<file path="src/rtl/ttc_intr_sched8.sv">
// ttc_intr_sched8
// Round-robin interrupt scheduler for the timer/counter channels. Picks one
// enabled, requesting channel, presents its id and status snapshot to the CPU,
// pulses that channel's clear on acknowledge, and gives up on the grant if the
// CPU never answers. A short holdoff after each clear or timeout lets the
// channel's clear settle before the next arbitration.

module ttc_intr_sched8 #(
    parameter int NUM_CH      = 3,
    parameter int CH_W        = 2,
    parameter int ACK_TIMEOUT = 255,
    parameter int TO_W        = 8,
    parameter int HOLD_CYCLES = 2
) (
    input  logic                pclk8,
    input  logic                n_p_reset8,
    input  logic [NUM_CH-1:0]   irq_req8,
    input  logic [6*NUM_CH-1:0] irq_status8,
    input  logic                mask_wr8,
    input  logic [NUM_CH-1:0]   mask_wdata8,
    input  logic                cpu_ack8,
    output logic                cpu_irq8,
    output logic [CH_W-1:0]     cpu_vec8,
    output logic [5:0]          cpu_status8,
    output logic [NUM_CH-1:0]   clear_interrupt8,
    output logic                timeout8,
    output logic [NUM_CH-1:0]   mask_out8
);

    localparam int HC_W = (HOLD_CYCLES > 1) ? $clog2(HOLD_CYCLES) : 1;

    typedef enum logic [2:0] {
        S_IDLE,
        S_GRANT,
        S_WAIT_ACK,
        S_CLEAR,
        S_HOLD
    } state_t;

    state_t            state;
    logic [CH_W-1:0]   rr_ptr;
    logic [CH_W-1:0]   winner_q;
    logic [TO_W-1:0]   to_cnt;
    logic [HC_W-1:0]   hold_cnt;
    logic [NUM_CH-1:0] eligible;
    logic [CH_W-1:0]   rr_winner;
    logic              rr_found;

    assign eligible = irq_req8 & mask_out8;

    // Round-robin search starting just after the last granted channel
    always_comb begin
        int cand;
        rr_found  = 1'b0;
        rr_winner = '0;
        cand      = 0;
        for (int i = 1; i <= NUM_CH; i++) begin
            cand = int'(rr_ptr) + i;
            if (cand >= NUM_CH) begin
                cand = cand - NUM_CH;
            end
            if (!rr_found && eligible[cand]) begin
                rr_found  = 1'b1;
                rr_winner = CH_W'(cand);
            end
        end
    end

    // Scheduler FSM, enable mask and all registered outputs
    always_ff @(posedge pclk8) begin
        if (!n_p_reset8) begin
            state            <= S_IDLE;
            rr_ptr           <= CH_W'(NUM_CH - 1);
            winner_q         <= '0;
            to_cnt           <= '0;
            hold_cnt         <= '0;
            mask_out8        <= '0;
            cpu_irq8         <= 1'b0;
            cpu_vec8         <= '0;
            cpu_status8      <= '0;
            clear_interrupt8 <= '0;
            timeout8         <= 1'b0;
        end else begin
            if (mask_wr8) begin
                mask_out8 <= mask_wdata8;
            end
            clear_interrupt8 <= '0;
            timeout8         <= 1'b0;
            case (state)
                S_IDLE: begin
                    if (rr_found) begin
                        winner_q <= rr_winner;
                        state    <= S_GRANT;
                    end
                end
                S_GRANT: begin
                    cpu_vec8    <= winner_q;
                    cpu_status8 <= irq_status8[int'(winner_q)*6 +: 6];
                    rr_ptr      <= winner_q;
                    to_cnt      <= '0;
                    cpu_irq8    <= 1'b1;
                    state       <= S_WAIT_ACK;
                end
                S_WAIT_ACK: begin
                    if (cpu_ack8) begin
                        cpu_irq8         <= 1'b0;
                        clear_interrupt8 <= NUM_CH'(1) << cpu_vec8;
                        state            <= S_CLEAR;
                    end else if (to_cnt == TO_W'(ACK_TIMEOUT - 1)) begin
                        cpu_irq8 <= 1'b0;
                        timeout8 <= 1'b1;
                        hold_cnt <= '0;
                        state    <= (HOLD_CYCLES == 0) ? S_IDLE : S_HOLD;
                    end else begin
                        to_cnt <= to_cnt + 1'b1;
                    end
                end
                S_CLEAR: begin
                    hold_cnt <= '0;
                    state    <= (HOLD_CYCLES == 0) ? S_IDLE : S_HOLD;
                end
                S_HOLD: begin
                    if (hold_cnt == HC_W'(HOLD_CYCLES - 1)) begin
                        state <= S_IDLE;
                    end else begin
                        hold_cnt <= hold_cnt + 1'b1;
                    end
                end
                default: begin
                    state <= S_IDLE;
                end
            endcase
        end
    end

endmodule

</file>
<file path="config.mk">
export PLATFORM = sky130hd
export DESIGN_NAME = ttc_intr_sched8
export DESIGN_NICKNAME = d
export VERILOG_FILES = /design/src/rtl/ttc_intr_sched8.sv
export SDC_FILE = /design/constraint.sdc
export NUM_CORES = 1
export LEC_CHECK = 0
export CAP_MARGIN = 20
export CORE_ASPECT_RATIO = 0.5
export CORE_UTILIZATION = 35
export CTS_BUF_LIST = sky130_fd_sc_hd__clkbuf_8
export CTS_CLUSTER_SIZE = 20
export DETAILED_ROUTE_END_ITERATION = 8
export DONT_BUFFER_PORTS = 1
export GPL_ROUTABILITY_DRIVEN = 0
export HOLD_SLACK_MARGIN = 0.15
export MAX_ROUTING_LAYER = met4
export PLACE_DENSITY_LB_ADDON = 0.05
export SYNTH_ARGS = -nofsm -noshare
export SYNTH_HDL_FRONTEND = slang
export SYNTH_SLANG_ARGS = --single-unit
</file>
<file path="constraint.sdc">
create_clock -name pclk8 -period 5.45 [get_ports pclk8]
set_input_delay 1.09 -clock pclk8 [delete_from_list [all_inputs] [get_ports pclk8]]
set_output_delay 1.09 -clock pclk8 [all_outputs]
set_load 0.005 [all_outputs]
</file>
==> impl_metrics.json <==
{
  "status": "finished clean",
  "finalCriticalPeriod_ps": 2430,
  "clock_path_buffers": 2,
  "cts_root_buf": "clkbuf_8",
  "async_flop_share_pct": 0,
  "ir_drop_mv": 0.146,
  "crit_required_ps": 5580,
  "drv_cap": 0,
  "avgSynthCellArea_um2": 9.13,
  "hold_start": "winner_q[0]",
  "crit_start": "cpu_vec8[0]",
  "dp_cells": 222,
  "tns_ps": 0,
  "grt_pass1_vias": 1249,
  "startpoint_type": "register",
  "io_buffers": 0,
  "drc": 0,
  "postCtsResizedCells": 0,
  "multi_input_area_um2": 908,
  "dp_hpwl_um": 2530,
  "tightest_slew_ps": 679,
  "ys_warn_count": 0,
  "yosysTopAreaCell": "dfxtp_1",
  "antenna_found_initial": 0,
  "syn_nets": 208,
  "slew_headroom_pct": 54.5,
  "cts-buffers-inserted": 5,
  "path_class": "register to register",
  "cts_setup_buffers": 0,
  "hold_viol_final": 0,
  "die_x_um": 97.6,
  "synthCells": 175,
  "fillers": 420,
  "design.core.area_um2": 4120,
  "num_io_pins": 44,
  "cp.arrival_ps": 2570,
  "regArea_um2": 621,
  "setup.worst_path.end_class": "register",
  "final_cell_mix": "31 x dfxtp_1, 14 x nor2_1, 11 x a21oi_1",
  "drv_slew": 0,
  "min_period_over_period_pct": 44.6,
  "synth-main-ff-cell": "dfxtp_1",
  "grt_max_degree": 17,
  "layout.cells.most_common": "dfxtp_1",
  "synth_top_area_share_pct": 38.8,
  "rsz0062_at_grt": "false",
  "syn_to_final_growth_pct": 7.05,
  "finalPower_mw": 0.516,
  "wl_per_cell_um": 15.2,
  "overflow": 0,
  "path_cells": "inv_1, ha_1, and4_1, or4_4, o31ai_2, a221oi_1",
  "timing.rr.start": "cpu_vec8[0]",
  "powerDensity_nw_per_um2": 302,
  "fin_nets": 208,
  "start_util_pct": 38.7,
  "synth-edff-count": 0,
  "vias": 1306,
  "synth_area_um2": 1600,
  "die_y_um": 49.8,
  "clk_pin_slew_ps": 60,
  "synth_cell_type_count": 48,
  "hold_class": "register to register",
  "slowest_delay_ps": 520,
  "clock_skew_ps": 5.78,
  "n_antenna_cell": 0,
  "synthTopCellsByArea": "dfxtp_1 39%, mux2_2 4.2%, ha_1 3.9%, a221oi_1 3.8%, a21oi_1 3.4%",
  "ys_seq_area_share_pct": 38.8,
  "drive_above_1_share_pct": 11.9,
  "grt_first_pass_wirelength_um": 5840,
  "postRouteWirelength_um": 3490,
  "yosys_register_bits": 31,
  "p_leak_nw": 0.630,
  "postCtsHoldBufs": 0,
  "cts_max_level": 2,
  "rows": 16,
  "setup_viol": 0,
  "clock_latency_ps": 280,
  "cp_max_fo": 10,
  "final_cells": 230,
  "cts_tree": "done",
  "die_area_um2": 4860,
  "ant_nets": 0,
  "first_pass_iters": 4,
  "clock_sinks": 31,
  "track_usage_pct": 15.7,
  "routed_via_density": 5.68,
  "slowest_stage": "dfxtp_1",
  "drt_iter0_drc": 47,
  "fmax_mhz": 411
}
[routing by layer]
layer	wire [um]	track usage, %	part of all wire (%)
met1	1720	19.9	49
met2	1580	23.2	45
met3	168	5.53	4.8
met4	23	5.88	0.66
met5	0	-	0
[cell families after synthesis]
kind of cell	count (synthesis)	share of synthesized area, %
AOI/OAI and AO/OA	41	18.2
xor gates and xnor gates	1	0.548
adders and majority gates	5	3.92
buffers and inverters	15	4.31
DFF	31	38.8
muxes	9	6.11
and+or+nand+nor	73	28.0
[flip-flops by register name, summed over array words and instances (netlist names)]
signal,cells
rr_ptr,1
cpu_irq8,1
state,3
clear_interrupt8,3
cpu_vec8,2
mask_out8,3
hold_cnt,1
winner_q,2
to_cnt,8
timeout8,1
cpu_status8,6
[where the power goes]
| part | total [mW] | leakage [nW] | switching, mW | internal, mW |
|---|---|---|---|---|
| registers | 0.265 | 0.252 | 0.0205 | 0.244 |
| clock network | 0.172 | 0.0477 | 0.0850 | 0.0872 |
| logic | 0.0797 | 0.331 | 0.0429 | 0.0368 |
[final timing paths]
| check | end | slack, ps | cells after the start |
|---|---|---|---|
| max reg2reg | winner_q[0] | 3020 | 6 |
| max | winner_q[0] | 3020 | 6 |
| min reg2reg | cpu_vec8[0] | 470 | 2 |
| min | cpu_vec8[0] | 470 | 2 |
[worst max-delay path: cells and delay by family (launching register included)]
kind	cells	cell delay, ps
fa+ha+maj	1	400
buf+inv	1	130
compound gates	2	450
flops	1	520
simple gates	2	780
[cell type report]
cell class                      count  share of cell area [%]
Multi-Input combinational cell    129                    53.1
Sequential cell                    31                    36.3
Clock buffer                        5                    4.02
Tap cell                           54                    3.95
Inverter                            8                    1.76
Clock inverter                      3                   0.878
[through the flow]
| step | utilization [%] | hold WS, ps | area (um2) | setup WS, ps |
|---|---|---|---|---|
| 4_1_cts | 41.5 | 467 | 1710 | 3010 |
| 3_5_place_dp | 39.4 | 451 | 1630 | 3020 |
| 5_1_grt | 41.5 | 498 | 1710 | 2830 |
| 3_3_place_gp | 39.4 | 455 | 1630 | 3070 |
| 2_1_floorplan | - | 432 | 1600 | 3150 |
| 6_report | 41.5 | 466 | 1710 | 3020 |
[cells in the mapped netlist (all sizes together) (2+ instances only)]
cell	count
mux2	6
or4	2
and4	3
mux2i	3
o31ai	4
nor2	14
or3	5
a21oi	11
inv	8
nand3	3
buf	3
clkbuf	4
nor3	10
o21ai	6
dfxtp	31
a221oi	7
ha	5
nand4	5
nand2	10
and4bb	3
nand2b	3
o211a	2
o211ai	3
and3	7
(Power assumes the default switching activity.)
